## src/rtl/eth_lsu_axil_bridge_pkg.sv

```systemverilog
// Shared types and constants for the core-LSU to AXI4-Lite bridge in front of the Ethernet MAC.
package eth_bridge_pkg;

  typedef enum logic [2:0] {
    ST_IDLE    = 3'd0,
    ST_WR_REQ  = 3'd1,
    ST_WR_RESP = 3'd2,
    ST_RD_REQ  = 3'd3,
    ST_RD_RESP = 3'd4
  } state_t;

  localparam logic [1:0]  AXI_RESP_OKAY     = 2'b00;
  localparam logic [1:0]  AXI_RESP_SLVERR   = 2'b10;
  localparam logic [1:0]  AXI_RESP_DECERR   = 2'b11;
  localparam logic [31:0] ERR_RDATA_DEFAULT = 32'hDEADBEEF;

  // EXOKAY counts as success; only SLVERR/DECERR are reported as errors.
  function automatic logic resp_is_err(input logic [1:0] resp);
    return (resp == AXI_RESP_SLVERR) || (resp == AXI_RESP_DECERR);
  endfunction

  function automatic logic [31:0] word_align(input logic [31:0] addr);
    return {addr[31:2], 2'b00};
  endfunction

endpackage

```

## src/rtl/eth_lsu_axil_bridge_if.sv

```systemverilog
// AXI4-Lite bus between the bridge (master) and the MAC s_axi_* port (slave).
// Handshake: a transfer happens on a rising edge where valid and ready are both 1;
// valid, once raised, holds its payload stable until that edge (timeout/reset excepted).
interface eth_lsu_axil_bridge_if;
  logic        awvalid;
  logic        awready;
  logic [31:0] awaddr;
  logic [2:0]  awprot;
  logic        wvalid;
  logic        wready;
  logic [31:0] wdata;
  logic [3:0]  wstrb;
  logic        bvalid;
  logic        bready;
  logic [1:0]  bresp;
  logic        arvalid;
  logic        arready;
  logic [31:0] araddr;
  logic        rvalid;
  logic        rready;
  logic [31:0] rdata;
  logic [1:0]  rresp;

  modport master (
    output awvalid, awaddr, awprot, wvalid, wdata, wstrb, bready, arvalid, araddr, rready,
    input  awready, wready, bvalid, bresp, arready, rvalid, rdata, rresp
  );

  modport slave (
    input  awvalid, awaddr, awprot, wvalid, wdata, wstrb, bready, arvalid, araddr, rready,
    output awready, wready, bvalid, bresp, arready, rvalid, rdata, rresp
  );
endinterface

```

## src/rtl/eth_lsu_axil_bridge.sv

```systemverilog
// Turns single-beat core loads/stores into one-at-a-time AXI4-Lite accesses to the Ethernet MAC,
// with a bounded timeout so a dead slave never stalls the core.
module eth_lsu_axil_bridge
  import eth_bridge_pkg::*;
#(
  parameter int          TIMEOUT_CYCLES = 1024,
  parameter logic [31:0] ERR_RDATA      = ERR_RDATA_DEFAULT
) (
  input  logic        msoc_clk,
  input  logic        rstn,
  input  logic        req_valid,
  input  logic        req_we,
  input  logic [31:0] req_addr,
  input  logic [31:0] req_wdata,
  input  logic [3:0]  req_be,
  output logic        req_gnt,
  output logic        rsp_valid,
  output logic [31:0] rsp_rdata,
  output logic        rsp_err,
  output logic        timeout_flag,
  output logic        m_axi_aresetn,
  eth_lsu_axil_bridge_if.master m_axi,
  output state_t      dbg_state
);

  localparam int             CW       = (TIMEOUT_CYCLES > 1) ? $clog2(TIMEOUT_CYCLES) : 1;
  localparam logic [CW-1:0]  TMO_LAST = CW'(TIMEOUT_CYCLES - 1);

  state_t        state;
  logic [CW-1:0] tmo_cnt;
  logic          aw_pend;
  logic          w_pend;
  logic          tmo_hit;

  assign req_gnt      = req_valid && (state == ST_IDLE);
  assign dbg_state    = state;
  assign m_axi.awprot = 3'b000;

  always_comb begin
    aw_pend = m_axi.awvalid && !m_axi.awready;
    w_pend  = m_axi.wvalid  && !m_axi.wready;
    tmo_hit = (state != ST_IDLE) && (tmo_cnt == TMO_LAST);
  end

  always_ff @(posedge msoc_clk) begin
    if (!rstn) m_axi_aresetn <= 1'b0;
    else       m_axi_aresetn <= 1'b1;
  end

  always_ff @(posedge msoc_clk) begin
    if (!rstn) begin
      state         <= ST_IDLE;
      tmo_cnt       <= '0;
      m_axi.awvalid <= 1'b0;
      m_axi.awaddr  <= '0;
      m_axi.wvalid  <= 1'b0;
      m_axi.wdata   <= '0;
      m_axi.wstrb   <= '0;
      m_axi.bready  <= 1'b0;
      m_axi.arvalid <= 1'b0;
      m_axi.araddr  <= '0;
      m_axi.rready  <= 1'b0;
      rsp_valid     <= 1'b0;
      rsp_rdata     <= '0;
      rsp_err       <= 1'b0;
      timeout_flag  <= 1'b0;
    end else begin
      rsp_valid <= 1'b0;
      if (state != ST_IDLE) tmo_cnt <= tmo_cnt + 1'b1;

      if (tmo_hit) begin
        // Abandon: drop every handshake so a late B/R is never accepted.
        state         <= ST_IDLE;
        m_axi.awvalid <= 1'b0;
        m_axi.wvalid  <= 1'b0;
        m_axi.bready  <= 1'b0;
        m_axi.arvalid <= 1'b0;
        m_axi.rready  <= 1'b0;
        rsp_valid     <= 1'b1;
        rsp_err       <= 1'b1;
        rsp_rdata     <= ERR_RDATA;
        timeout_flag  <= 1'b1;
      end else begin
        case (state)
          ST_IDLE: begin
            if (req_gnt) begin
              tmo_cnt <= '0;
              if (req_we) begin
                m_axi.awaddr  <= word_align(req_addr);
                m_axi.wdata   <= req_wdata;
                m_axi.wstrb   <= req_be;
                m_axi.awvalid <= 1'b1;
                m_axi.wvalid  <= 1'b1;
                state         <= ST_WR_REQ;
              end else begin
                m_axi.araddr  <= word_align(req_addr);
                m_axi.arvalid <= 1'b1;
                state         <= ST_RD_REQ;
              end
            end
          end
          ST_WR_REQ: begin
            // AW and W complete independently, in either order or together.
            if (!aw_pend) m_axi.awvalid <= 1'b0;
            if (!w_pend)  m_axi.wvalid  <= 1'b0;
            if (!aw_pend && !w_pend) begin
              m_axi.bready <= 1'b1;
              state        <= ST_WR_RESP;
            end
          end
          ST_WR_RESP: begin
            if (m_axi.bvalid) begin
              m_axi.bready <= 1'b0;
              state        <= ST_IDLE;
              rsp_valid    <= 1'b1;
              rsp_err      <= resp_is_err(m_axi.bresp);
              rsp_rdata    <= '0;
            end
          end
          ST_RD_REQ: begin
            if (m_axi.arready) begin
              m_axi.arvalid <= 1'b0;
              m_axi.rready  <= 1'b1;
              state         <= ST_RD_RESP;
            end
          end
          ST_RD_RESP: begin
            if (m_axi.rvalid) begin
              m_axi.rready <= 1'b0;
              state        <= ST_IDLE;
              rsp_valid    <= 1'b1;
              rsp_err      <= resp_is_err(m_axi.rresp);
              rsp_rdata    <= resp_is_err(m_axi.rresp) ? ERR_RDATA : m_axi.rdata;
            end
          end
          default: state <= ST_IDLE;
        endcase
      end
    end
  end

endmodule

```

## src/flat_wrapper.sv

```systemverilog
// flat-port wrapper written by rule: the top's interface ports become plain ports
module eth_lsu_axil_bridge_flat import eth_bridge_pkg::*;
#(
  parameter int          TIMEOUT_CYCLES = 1024,
  parameter logic [31:0] ERR_RDATA      = ERR_RDATA_DEFAULT
)
  (msoc_clk, rstn, req_valid, req_we, req_addr, req_wdata, req_be, req_gnt, rsp_valid, rsp_rdata, rsp_err, timeout_flag, m_axi_aresetn, dbg_state, m_axi_awvalid, m_axi_awaddr, m_axi_awprot, m_axi_wvalid, m_axi_wdata, m_axi_wstrb, m_axi_bready, m_axi_arvalid, m_axi_araddr, m_axi_rready, m_axi_awready, m_axi_wready, m_axi_bvalid, m_axi_bresp, m_axi_arready, m_axi_rvalid, m_axi_rdata, m_axi_rresp);
  eth_lsu_axil_bridge_if m_axi_i ();
  input  logic msoc_clk;
  input  logic rstn;
  input  logic req_valid;
  input  logic req_we;
  input  logic [31:0] req_addr;
  input  logic [31:0] req_wdata;
  input  logic [3:0] req_be;
  output logic req_gnt;
  output logic rsp_valid;
  output logic [31:0] rsp_rdata;
  output logic rsp_err;
  output logic timeout_flag;
  output logic m_axi_aresetn;
  output state_t dbg_state;
  output wire logic [$bits(m_axi_i.awvalid)-1:0] m_axi_awvalid;
  output wire logic [$bits(m_axi_i.awaddr)-1:0] m_axi_awaddr;
  output wire logic [$bits(m_axi_i.awprot)-1:0] m_axi_awprot;
  output wire logic [$bits(m_axi_i.wvalid)-1:0] m_axi_wvalid;
  output wire logic [$bits(m_axi_i.wdata)-1:0] m_axi_wdata;
  output wire logic [$bits(m_axi_i.wstrb)-1:0] m_axi_wstrb;
  output wire logic [$bits(m_axi_i.bready)-1:0] m_axi_bready;
  output wire logic [$bits(m_axi_i.arvalid)-1:0] m_axi_arvalid;
  output wire logic [$bits(m_axi_i.araddr)-1:0] m_axi_araddr;
  output wire logic [$bits(m_axi_i.rready)-1:0] m_axi_rready;
  input wire logic [$bits(m_axi_i.awready)-1:0] m_axi_awready;
  input wire logic [$bits(m_axi_i.wready)-1:0] m_axi_wready;
  input wire logic [$bits(m_axi_i.bvalid)-1:0] m_axi_bvalid;
  input wire logic [$bits(m_axi_i.bresp)-1:0] m_axi_bresp;
  input wire logic [$bits(m_axi_i.arready)-1:0] m_axi_arready;
  input wire logic [$bits(m_axi_i.rvalid)-1:0] m_axi_rvalid;
  input wire logic [$bits(m_axi_i.rdata)-1:0] m_axi_rdata;
  input wire logic [$bits(m_axi_i.rresp)-1:0] m_axi_rresp;
  assign m_axi_awvalid = m_axi_i.awvalid;
  assign m_axi_awaddr = m_axi_i.awaddr;
  assign m_axi_awprot = m_axi_i.awprot;
  assign m_axi_wvalid = m_axi_i.wvalid;
  assign m_axi_wdata = m_axi_i.wdata;
  assign m_axi_wstrb = m_axi_i.wstrb;
  assign m_axi_bready = m_axi_i.bready;
  assign m_axi_arvalid = m_axi_i.arvalid;
  assign m_axi_araddr = m_axi_i.araddr;
  assign m_axi_rready = m_axi_i.rready;
  assign m_axi_i.awready = m_axi_awready;
  assign m_axi_i.wready = m_axi_wready;
  assign m_axi_i.bvalid = m_axi_bvalid;
  assign m_axi_i.bresp = m_axi_bresp;
  assign m_axi_i.arready = m_axi_arready;
  assign m_axi_i.rvalid = m_axi_rvalid;
  assign m_axi_i.rdata = m_axi_rdata;
  assign m_axi_i.rresp = m_axi_rresp;
  eth_lsu_axil_bridge #(.TIMEOUT_CYCLES(TIMEOUT_CYCLES), .ERR_RDATA(ERR_RDATA)) u_core (.msoc_clk(msoc_clk), .rstn(rstn), .req_valid(req_valid), .req_we(req_we), .req_addr(req_addr), .req_wdata(req_wdata), .req_be(req_be), .req_gnt(req_gnt), .rsp_valid(rsp_valid), .rsp_rdata(rsp_rdata), .rsp_err(rsp_err), .timeout_flag(timeout_flag), .m_axi_aresetn(m_axi_aresetn), .m_axi(m_axi_i), .dbg_state(dbg_state));
endmodule
```

## config.mk

```make
export PLATFORM = sky130hd
export DESIGN_NAME = eth_lsu_axil_bridge_flat
export DESIGN_NICKNAME = d
export VERILOG_FILES = /design/src/rtl/eth_lsu_axil_bridge_pkg.sv /design/src/rtl/eth_lsu_axil_bridge_if.sv /design/src/rtl/eth_lsu_axil_bridge.sv /design/src/flat_wrapper.sv
export SDC_FILE = /design/constraint.sdc
export NUM_CORES = 1
export LEC_CHECK = 0
export CORE_UTILIZATION = 30
export DETAILED_ROUTE_END_ITERATION = 7
export GPL_TIMING_DRIVEN = 0
export PLACE_DENSITY = 0.61
export SYNTH_ARGS = -nofsm -noshare
export SYNTH_HDL_FRONTEND = slang
export SYNTH_SLANG_ARGS = --single-unit
export TNS_END_PERCENT = 20
```

## constraint.sdc

```tcl
create_clock -name msoc_clk -period 2.1 [get_ports msoc_clk]
set_input_delay 0.315 -clock msoc_clk [delete_from_list [all_inputs] [get_ports msoc_clk]]
set_output_delay 0.315 -clock msoc_clk [all_outputs]
set_load 0.01 [all_outputs]
```

==> summary.txt, run 1 <==
Run status
  • Status: complete, but fails checks
  • Violated checks: design-rule violations

Critical path
  • RR Startpoint: u_core.tmo_cnt[0]
  • Critical path peak fanout: 10
  • Critical path endpoint category: flip-flop
  • Worst path cell trace: ha_1 -> nand4_1 -> or4_1 -> buf_4 -> nand2_4 -> buf_6 -> nor2_1
  • Worst reg2reg endpoint: u_core.rsp_rdata[29]
  • Critical Path Source Type: flip-flop
  • CP arrival: 2.27 ns
  • Crit path max-delay cell type: or4_1
  • Critical Path End: u_core.rsp_rdata[29]
  • Setup slack, reg-to-reg: 0.13 ns
  • WS Path Type: flip-flop to flip-flop
  • R2R depth: 7
  • Critical path startpoint: u_core.tmo_cnt[0]
  • WP data required: 2.41 ns
  • Slowest stage delay, CP: 0.53 ns

Global route
  • Largest net degree at the start of global routing: 17
  • Vias in the first global route: 5374
  • First-pass GRT wire length: 29.3 mm
  • Grt total ovfl: 0
  • Initial antenna violation count: 0
  • Gr usage total: 0.192

Timing
  • RSZ-0062 raised after global routing: false
  • Setup TNS: 0 ns
  • Fin Hold WS: 0.443 ns
  • Clock Skew: approximately 0.0087 ns
  • Final Max Tran Viols: 0
  • Actual slew at the worst max-slew pin: about 0.62 ns
  • Fmax: 0.509 GHz
  • Final min period: 1.97 ns
  • Slew margin rel.: 0.587
  • Final setup viols: 0
  • Hold Vio Cnt, Final: 0
  • Fin worst setup slack: 0.135 ns
  • Period utilization: 0.936

Pwr
  • Flop pwr share: 0.414
  • Comb pwr share: 0.136
  • Switching Share: 0.246
  • Internal power: 0.00551 W
  • PD cells: 805 nW/um^2
  • Clock Power Share: 0.450
  • Max VDD drop: between 0.5 and 0.6 mV
  • Switching Power: 0.00180 W
  • LEAKAGE: 3.20 nW

CTS
  • CTS tree: built
  • Clk root buf: clkbuf_16
  • Clock buffer count from CTS: 17
  • Clk sinks: 150
  • Clock Tree Buf Depth: 2
  • H-tree Lvls: 4
  • Clock transition at path regs: 0.06 ns
  • Worst-Skew Late Latency: 0.41 ns

Logic synthesis
  • Seq cells post-synth: 150
  • Syn Std Cell Area: 5650 um^2
  • Top-area cell type share of the netlist area: 0.532
  • Main area contributors after synthesis: dfxtp_1, nand2_1, a21oi_1
  • Top cell types by occurrence after synthesis: nand2_1, dfxtp_1, a21oi_1
  • Area leader, netlist: dfxtp_1
  • Post-synthesis cell count: 692
  • Synth unique cells: 44
  • YS warnings: 0
  • Sequential share of the synthesized area: 0.532
  • Most frequent cell after synthesis: nand2_1
  • Main synth FF type: dfxtp_1
  • Async S/R FF share, synth: 0
  • Number of synthesized flops with an enable pin: 0
  • Syn avg cell area: 8.16 um^2

Placed design
  • Dpl ws: -0.538 ns
  • Gp weighted congestion: 0.802
  • PortBufs: roughly 250
  • Post-DP HPWL: about 14 mm

Floorplanning
  • # IOs: roughly 260
  • Die area: 19400 um^2
  • Initial core utilization: 0.310
  • Core Area: 18200 um^2
  • Rows: 49
  • Die H: 139 um
  • Die W: 139 um

Route
  • Drt via density: 4.75
  • Pre-antenna DRT Iters: 8
  • DR vias: 5731
  • Drt first-iter violations: 308
  • Post-route ant nets: 0
  • Final WL: ~19 mm
  • DRC viols: 10
  • WL/cell: 15.5 um

Layout
  • Antenna Cells: 0
  • Area grow syn2layout: 60.7%
  • Share of layout cells above drive strength 1: 0.0818
  • # nets final: 1079

Min path
  • Hold path start: req_wdata[2]
  • Worst hold path type: input port to flip-flop

Job
  • Max-cap violations: 0
## layer usage
layer / track usage / part of all wire / up-vias
met2: 0.317 / 0.49 / 176
met3: 0.0492 / 0.058 / 24
met5: 0 / 0 / -
li1: - / - / 2875
met4: 0.0708 / 0.019 / 0
met1: 0.240 / 0.43 / 2656
## flip-flops by register name, summed over array words and instances, names as in the netlist
| signal | cells |
|---|---|
| u_core.dbg_state | 3 |
| u_core.m_axi.araddr | 30 |
| u_core.m_axi.arvalid | 1 |
| u_core.m_axi.awaddr | 30 |
| u_core.m_axi.awvalid | 1 |
| u_core.m_axi.bready | 1 |
| u_core.m_axi.rready | 1 |
| u_core.m_axi.wdata | 32 |
| u_core.m_axi.wstrb | 4 |
| u_core.m_axi.wvalid | 1 |
| u_core.m_axi_aresetn | 1 |
| u_core.rsp_err | 1 |
| u_core.rsp_rdata | 32 |
| u_core.rsp_valid | 1 |
| u_core.timeout_flag | 1 |
| u_core.tmo_cnt | 10 |
## cells by family after synthesis
family                     Yosys count  synth area share
AOI/OAI and AO/OA                  182             0.185
xor gates and xnor gates             1           0.00155
adders and majority gates            1           0.00221
buffers and inverters               69            0.0631
DFF                                150             0.532
muxes                                4           0.00775
other                                1          0.000664
and+or+nand+nor                    284             0.208
## through the flow
step / cells / instance area, um^2 / power (W) / util
5_1_grt: 1207 / 9080 / 0.00759 / 0.499
4_1_cts: 1206 / 9070 / 0.00738 / 0.498
3_3_place_gp: 1175 / 8440 / 0.00408 / 0.464
3_5_place_dp: 1175 / 8440 / 0.00409 / 0.464
6_report: 1207 / 9080 / 0.00731 / 0.499
2_1_floorplan: 698 / 5670 / 0.00350 / -
## final cells by class
class / instances / area, um^2
buffer: 60 / 323
clock buffer: 18 / 439
clock inverter: 14 / 196
fill: 1737 / 9130
inverter: 8 / 30.0
multi-input combinational: 479 / 2320
sequential: 150 / 3000
tap: 229 / 287
timing repair buffer: 249 / 2480
## power groups by stage
stage,logic (W),registers [W],clock network (W)
detailed placement,0.000999,0.00309,0
CTS,0.00100,0.00302,0.00335
global placement,0.00100,0.00308,0
finish,0.000996,0.00302,0.00329
global route,0.00108,0.00304,0.00348
floorplan,0.000367,0.00313,0
## placed cells by master, fill, tap and decap left out, types with 4 or more instances in the layout
cell type        synthesis  layout
a31oi_1                 26      26
buf_4                   13      14
inv_1                    7       7
bufinv_16                0       4
nand3_1                  8       8
clkbuf_1                23      22
nand2_1                229     229
a21oi_1                116     116
clkdlybuf4s50_1          0     246
nor2_1                  19      19
dfxtp_1                150     150
clkbuf_16                0      17
o211ai_1                22      22
buf_2                   21      21
conb_1                   1       7
inv_6                    0       4
or3_1                    4       4
a22oi_1                  8       8
## worst min-delay path by stage
stage	endpoint	slack (ns)	depth (start not counted)
after floorplan	u_core.m_axi_aresetn	0.34	0
after global placement	u_core.timeout_flag	0.43	2
after detailed placement	u_core.timeout_flag	0.44	2
after CTS	u_core.m_axi.wdata[1]	0.42	3
after global routing	u_core.m_axi.wdata[24]	0.44	3
final	u_core.m_axi.wdata[2]	0.44	3
## timing repair
action,in CTS,in global routing
gates cloned,0,0
endpoints found under the setup margin,11,3
setup buffers,0,1
hold buffers,0,0
resized for setup,4,1
## critical path, delay by kind of cell, from the launching register on
kind                       cells  cell delay, ns
DFF                            1            0.39
buffers and inverters          2            0.35
adders and majority gates      1            0.23
and+or+nand+nor                4            0.89
Note: power is estimated with default switching activity, not from simulation.
==> run 2: changes to the inputs <==
DONT_BUFFER_PORTS = 1   (was unset)
PLACE_DENSITY = 0.44   (was 0.61)
==> summary.txt, run 2 (synthesis gave the netlist of run 1 again) <==
Critical path
  • CP arrival: 1.75 ns
  • Critical path peak fanout: 6
  • Critical path endpoint category: output pin
  • Critical Path Source Type: flip-flop
  • Crit path max-delay cell type: or4b_1
  • Slowest stage delay, CP: 0.52 ns
  • Setup slack, reg-to-reg: 0.06 ns
  • WS Path Type: flip-flop to output pin
  • Worst path cell trace: or4b_1 -> clkbuf_1 -> inv_1
  • WP data required: 1.78 ns

Pwr
  • Comb pwr share: 0.073
  • Switching Share: 0.242
  • LEAKAGE: about 2.3 nW
  • Flop pwr share: 0.461
  • Max VDD drop: 0.540 mV
  • PD cells: 1020 nW/um^2
  • Total power: just under 0.007 W
  • Switching Power: 0.00163 W
  • Internal power: 0.00510 W
  • Clock Power Share: 0.466

Layout
  • Layout Cells excl Fill: 959
  • Area occupied by multi-input gates: ~2300 um^2
  • Design area: 6600 um^2
  • Area grow syn2layout: 16.9%
  • Share of layout cells above drive strength 1: 0.105
  • Register Area: 3000 um^2
  • # nets final: 833
  • Antenna Cells: 0
  • Final-layout fill cell count: roughly 1.9k
  • Commonest non-fill, non-tap cells in the layout: nand2_1, dfxtp_1, a21oi_1
  • Most common cell after layout, fill and taps aside: nand2_1
  • Final Util: 0.363
  • Largest regs: u_core.m_axi.wdata (32), u_core.rsp_rdata (32)

Timing
  • Final Max Tran Viols: 0
  • Slew margin rel.: 0.555
  • Clock Skew: 0.00852 ns
  • Fin Hold WS: 0.0311 ns
  • Hold Vio Cnt, Final: 0
  • Final setup viols: 0
  • Period utilization: 0.985
  • Actual slew at the worst max-slew pin: 0.667 ns
  • Fmax: 0.483 GHz
  • RSZ-0062 raised after global routing: true
  • Final min period: between 2 and 2.5 ns

Run status
  • Status: complete, but fails checks
  • Violated checks: design-rule violations

CTS
  • CTS tree: built
  • Clock transition at path regs: 0.06 ns
  • Clock Tree Buf Depth: 2
  • H-tree Lvls: 4
  • Clock buffer count from CTS: 17
  • Clk root buf: clkbuf_16
  • Clk sinks: 150
  • Worst-Skew Late Latency: between 0.4 and 0.5 ns

Global route
  • Largest net degree at the start of global routing: 17
  • Grt total ovfl: 0
  • Grt met1 use: 0.206
  • Global routing's busiest layer: met2
  • Gr usage total: 0.172
  • Initial antenna violation count: 0
  • Grt met3 use: 0.0699
  • First-pass GRT wire length: 25.8 mm
  • Met2 Use GR: 0.279
  • Vias in the first global route: 4662

Route
  • DR vias: 4850
  • WL/cell: 17.2 um
  • Pre-antenna DRT Iters: 8
  • Post-route ant nets: 0
  • DRC viols: 17
  • Drt via density: 5.06
  • Drt first-iter violations: 309
  • Final WL: 16.5 mm

Floorplanning
  • Rows: 49
  • Die area: approximately 19000 um^2
  • Initial core utilization: 0.310
  • Die H: approximately 140 um
  • # IOs: roughly 260
  • Core Area: 18200 um^2
  • Die W: 139 um

Placed design
  • Post-DP HPWL: 12.6 mm
  • Gp weighted congestion: 0.791
  • PortBufs: 0
  • Area after DPL: between 5000 and 6000 um^2
  • Post-Place Cells: between 900 and 1k

Job
  • Max-cap violations: 0

Min path
  • Worst hold path type: input port to flip-flop
## run 2: what timing repair did
action,4_1_cts,5_1_grt
endpoints found under the setup margin,0,91
hold endpoints to repair,1,0
gates resized for setup,0,16
buffers inserted,0,1
hold buffers,1,0
## run 2: layer usage
metal / share of wire / wire [um] / vias up
met1: 0.41 / 6730 / 2271
met2: 0.48 / 7900 / 197
met5: 0 / 0 / -
li1: - / - / 2367
met4: 0.012 / 202 / 0
met3: 0.10 / 1700 / 15
## run 2: cell type report
class | instances | share of cell area
Buffer | 61 | 0.0514
Clock buffer | 21 | 0.0667
Clock inverter | 9 | 0.0233
Inverter | 8 | 0.00455
Multi-Input combinational cell | 479 | 0.353
Sequential cell | 150 | 0.455
Tap cell | 229 | 0.0434
Timing Repair Buffer | 2 | 0.00265
## run 2: metrics by stage
step / setup WS, ns / TNS [ns]
3_5_place_dp: 0.0428 / 0
4_1_cts: 0.0210 / 0
2_1_floorplan: 0.373 / 0
3_3_place_gp: 0.128 / 0
5_1_grt: -0.0723 / -0.793
6_report: 0.0309 / 0
## run 2: power by group through the flow
stage / clock network [W] / logic, W / registers, W
after floorplan: 0 / 0.000367 / 0.00313
after global placement: 0 / 0.000471 / 0.00317
after detailed placement: 0 / 0.000485 / 0.00317
after CTS: 0.00321 / 0.000488 / 0.00311
after global routing: 0.00336 / 0.000561 / 0.00312
final: 0.00314 / 0.000492 / 0.00310
## run 2: path summary, 6_finish.rpt
kind | start | cells past startpoint | end
setup / recovery | u_core.dbg_state[0] | 3 | req_gnt
hold / removal | req_wdata[16] | 2 | u_core.m_axi.wdata[16]
setup reg to reg | u_core.dbg_state[0] | 6 | u_core.m_axi.araddr[14]
hold reg to reg | u_core.m_axi.araddr[4] | 2 | u_core.m_axi.araddr[4]
## run 2: worst max-delay path, delay by kind of cell (launching register included)
| family | cells | cell delay (ns) |
|---|---|---|
| buf+inv | 2 | 0.45 |
| flops | 1 | 0.38 |
| simple gates | 1 | 0.52 |
==> run 3: changes to the inputs <==
--- a/constraint.sdc
+++ b/constraint.sdc
@@ -3,2 +3,2 @@
 set_output_delay 0.315 -clock msoc_clk [all_outputs]
-set_load 0.01 [all_outputs]
+set_load 0.005 [all_outputs]
==> summary.txt, run 3 (synthesis gave the netlist of run 1 again) <==
Run status
  • Status: complete, but fails checks
  • Violated checks: design-rule violations

Critical path
  • Worst path cell trace: or4b_1 -> clkbuf_1 -> inv_1
  • WP buf/inv: 2
  • Crit path max-delay cell type: or4b_1
  • Critical Path Source Type: flip-flop
  • Slowest stage delay, CP: about 0.51 ns
  • Critical path endpoint category: output pin
  • CP arrival: 1.71 ns
  • Critical path peak fanout: 6
  • Top delay family on crit path: simple AND/OR/NAND/NOR gates
  • WS Path Type: flip-flop to output pin
  • WP data required: 1.78 ns

CTS
  • Worst-Skew Late Latency: 0.42 ns
  • Clock transition at path regs: 0.06 ns
  • Clk root buf: clkbuf_16
  • Clock Tree Buf Depth: 2
  • Post-CTS Setup Inserts: 0
  • CTS tree: built
  • Clk sinks: 150
  • H-tree Lvls: 4
  • Clock buffer count from CTS: 17

Global route
  • Initial antenna violation count: 0
  • Grt met1 use: 0.206
  • Global routing's busiest layer: met2
  • Met2 Use GR: 0.279
  • Vias in the first global route: 4662
  • Grt total ovfl: 0
  • Largest net degree at the start of global routing: 17
  • Gr usage total: 0.172
  • First-pass GRT wire length: 25.8 mm
  • Grt met3 use: 0.0699

Pwr
  • Switching Power: 0.00159 W
  • LEAKAGE: about 2.3 nW
  • Switching Share: 0.237
  • Internal power: 0.00510 W
  • Max VDD drop: 0.543 mV
  • Clock Power Share: 0.469
  • Flop pwr share: 0.458
  • Total power: 0.00669 W
  • PD cells: 1020 nW/um^2
  • Comb pwr share: 0.073

Route
  • DRC viols: 17
  • Final WL: 16.5 mm
  • Drt first-iter violations: 337
  • Pre-antenna DRT Iters: 8
  • DR vias: 4812
  • Post-route ant nets: 0
  • Drt via density: 5.02
  • WL/cell: roughly 17 um

Timing
  • Actual slew at the worst max-slew pin: about 0.67 ns
  • Clock Skew: 0.00921 ns
  • Period utilization: 0.963
  • RSZ-0062 raised after global routing: true
  • Final setup viols: 0
  • Fin Hold WS: 0.0290 ns
  • Setup TNS: 0 ns
  • Final Max Tran Viols: 0
  • Hold Vio Cnt, Final: 0
  • Slew margin rel.: 0.552
  • Final min period: 2.02 ns
  • Fmax: about 0.49 GHz

Layout
  • Share of layout cells above drive strength 1: 0.100
  • Final Util: 0.361
  • Register Area: 3000 um^2
  • Final-layout fill cell count: 1899
  • # nets final: roughly 830
  • Largest regs: u_core.m_axi.wdata (32), u_core.rsp_rdata (32)
  • Area occupied by multi-input gates: 2320 um^2
  • Most common cell after layout, fill and taps aside: nand2_1
  • Area grow syn2layout: 16.5%
  • Antenna Cells: 0
  • Commonest non-fill, non-tap cells in the layout: nand2_1, dfxtp_1, a21oi_1

Placed design
  • Post-DP HPWL: 12.6 mm
  • Gp weighted congestion: 0.791
  • PortBufs: 0

Floorplanning
  • Core Area: around 18000 um^2
  • Die H: roughly 140 um
  • # IOs: 261
  • Initial core utilization: 0.310
  • Die area: ~19000 um^2
  • Die W: 139 um
  • Rows: between 40 and 50

Job
  • Max-cap violations: 0

Min path
  • Worst hold path type: input port to flip-flop
==> run 3: cell count changes in the layout (fill, tap and decap cells not counted), sizes merged <==
cell,previous run,this run
buf,38,37
==> run 3: area by class of cell <==
| cell class | count | share of cell area |
|---|---|---|
| inverters | 8 | 0.00456 |
| flip-flops and latches | 150 | 0.456 |
| well taps | 229 | 0.0436 |
| clock inverters | 9 | 0.0234 |
| repair buffers | 1 | 0.00152 |
| multi-input cells | 479 | 0.353 |
| clock buffers | 21 | 0.0669 |
| plain buffers | 61 | 0.0510 |
==> run 3: metal layers <==
| metal | share of wire | vias up | wire [um] |
|---|---|---|---|
| met1 | 0.41 | 2246 | 6740 |
| met2 | 0.48 | 182 | 7870 |
| met3 | 0.10 | 17 | 1670 |
| li1 | - | 2367 | - |
| met4 | 0.012 | 0 | 204 |
| met5 | 0 | - | 0 |
==> run 3: path summary, 6_finish.rpt <==
kind                               start                     end  slack, ns  cells past startpoint
setup reg to reg       u_core.tmo_cnt[0]     u_core.dbg_state[0]       0.14                      7
hold reg to reg   u_core.m_axi.araddr[4]  u_core.m_axi.araddr[4]       0.47                      2
setup / recovery     u_core.dbg_state[0]                 req_gnt       0.08                      3
hold / removal             req_wdata[11]  u_core.m_axi.wdata[11]       0.03                      2
==> run 3: stage by stage <==
stage,cell area [um^2],worst slack [ns],cells
6_report,6580,0.0774,958
5_1_grt,6580,-0.0309,958
4_1_cts,6560,0.0445,958
3_5_place_dp,5960,0.0664,927
3_3_place_gp,5960,0.151,927
2_1_floorplan,5670,0.373,698
==> run 3: power by group through the flow <==
stage,combinational [W],sequential (W),clock (W)
CTS,0.000484,0.00307,0.00321
global route,0.000554,0.00308,0.00336
floorplan,0.000364,0.00309,0
global placement,0.000468,0.00313,0
detailed placement,0.000482,0.00313,0
finish,0.000486,0.00306,0.00314
==> run 3: worst reg2reg max path, delay by kind of cell (launching register included) <==
kind                       cells  cell delay, ns
adders and majority gates      1            0.22
DFF                            1            0.40
buffers and inverters          2            0.36
AOI/OAI and AO/OA              1            0.04
and+or+nand+nor                3            0.82
==> run 3: repair_timing <==
action	CTS	global route
hold buffers	1	0
setup endpoints to repair	0	62
resized for setup	0	9
hold endpoints to repair	1	0
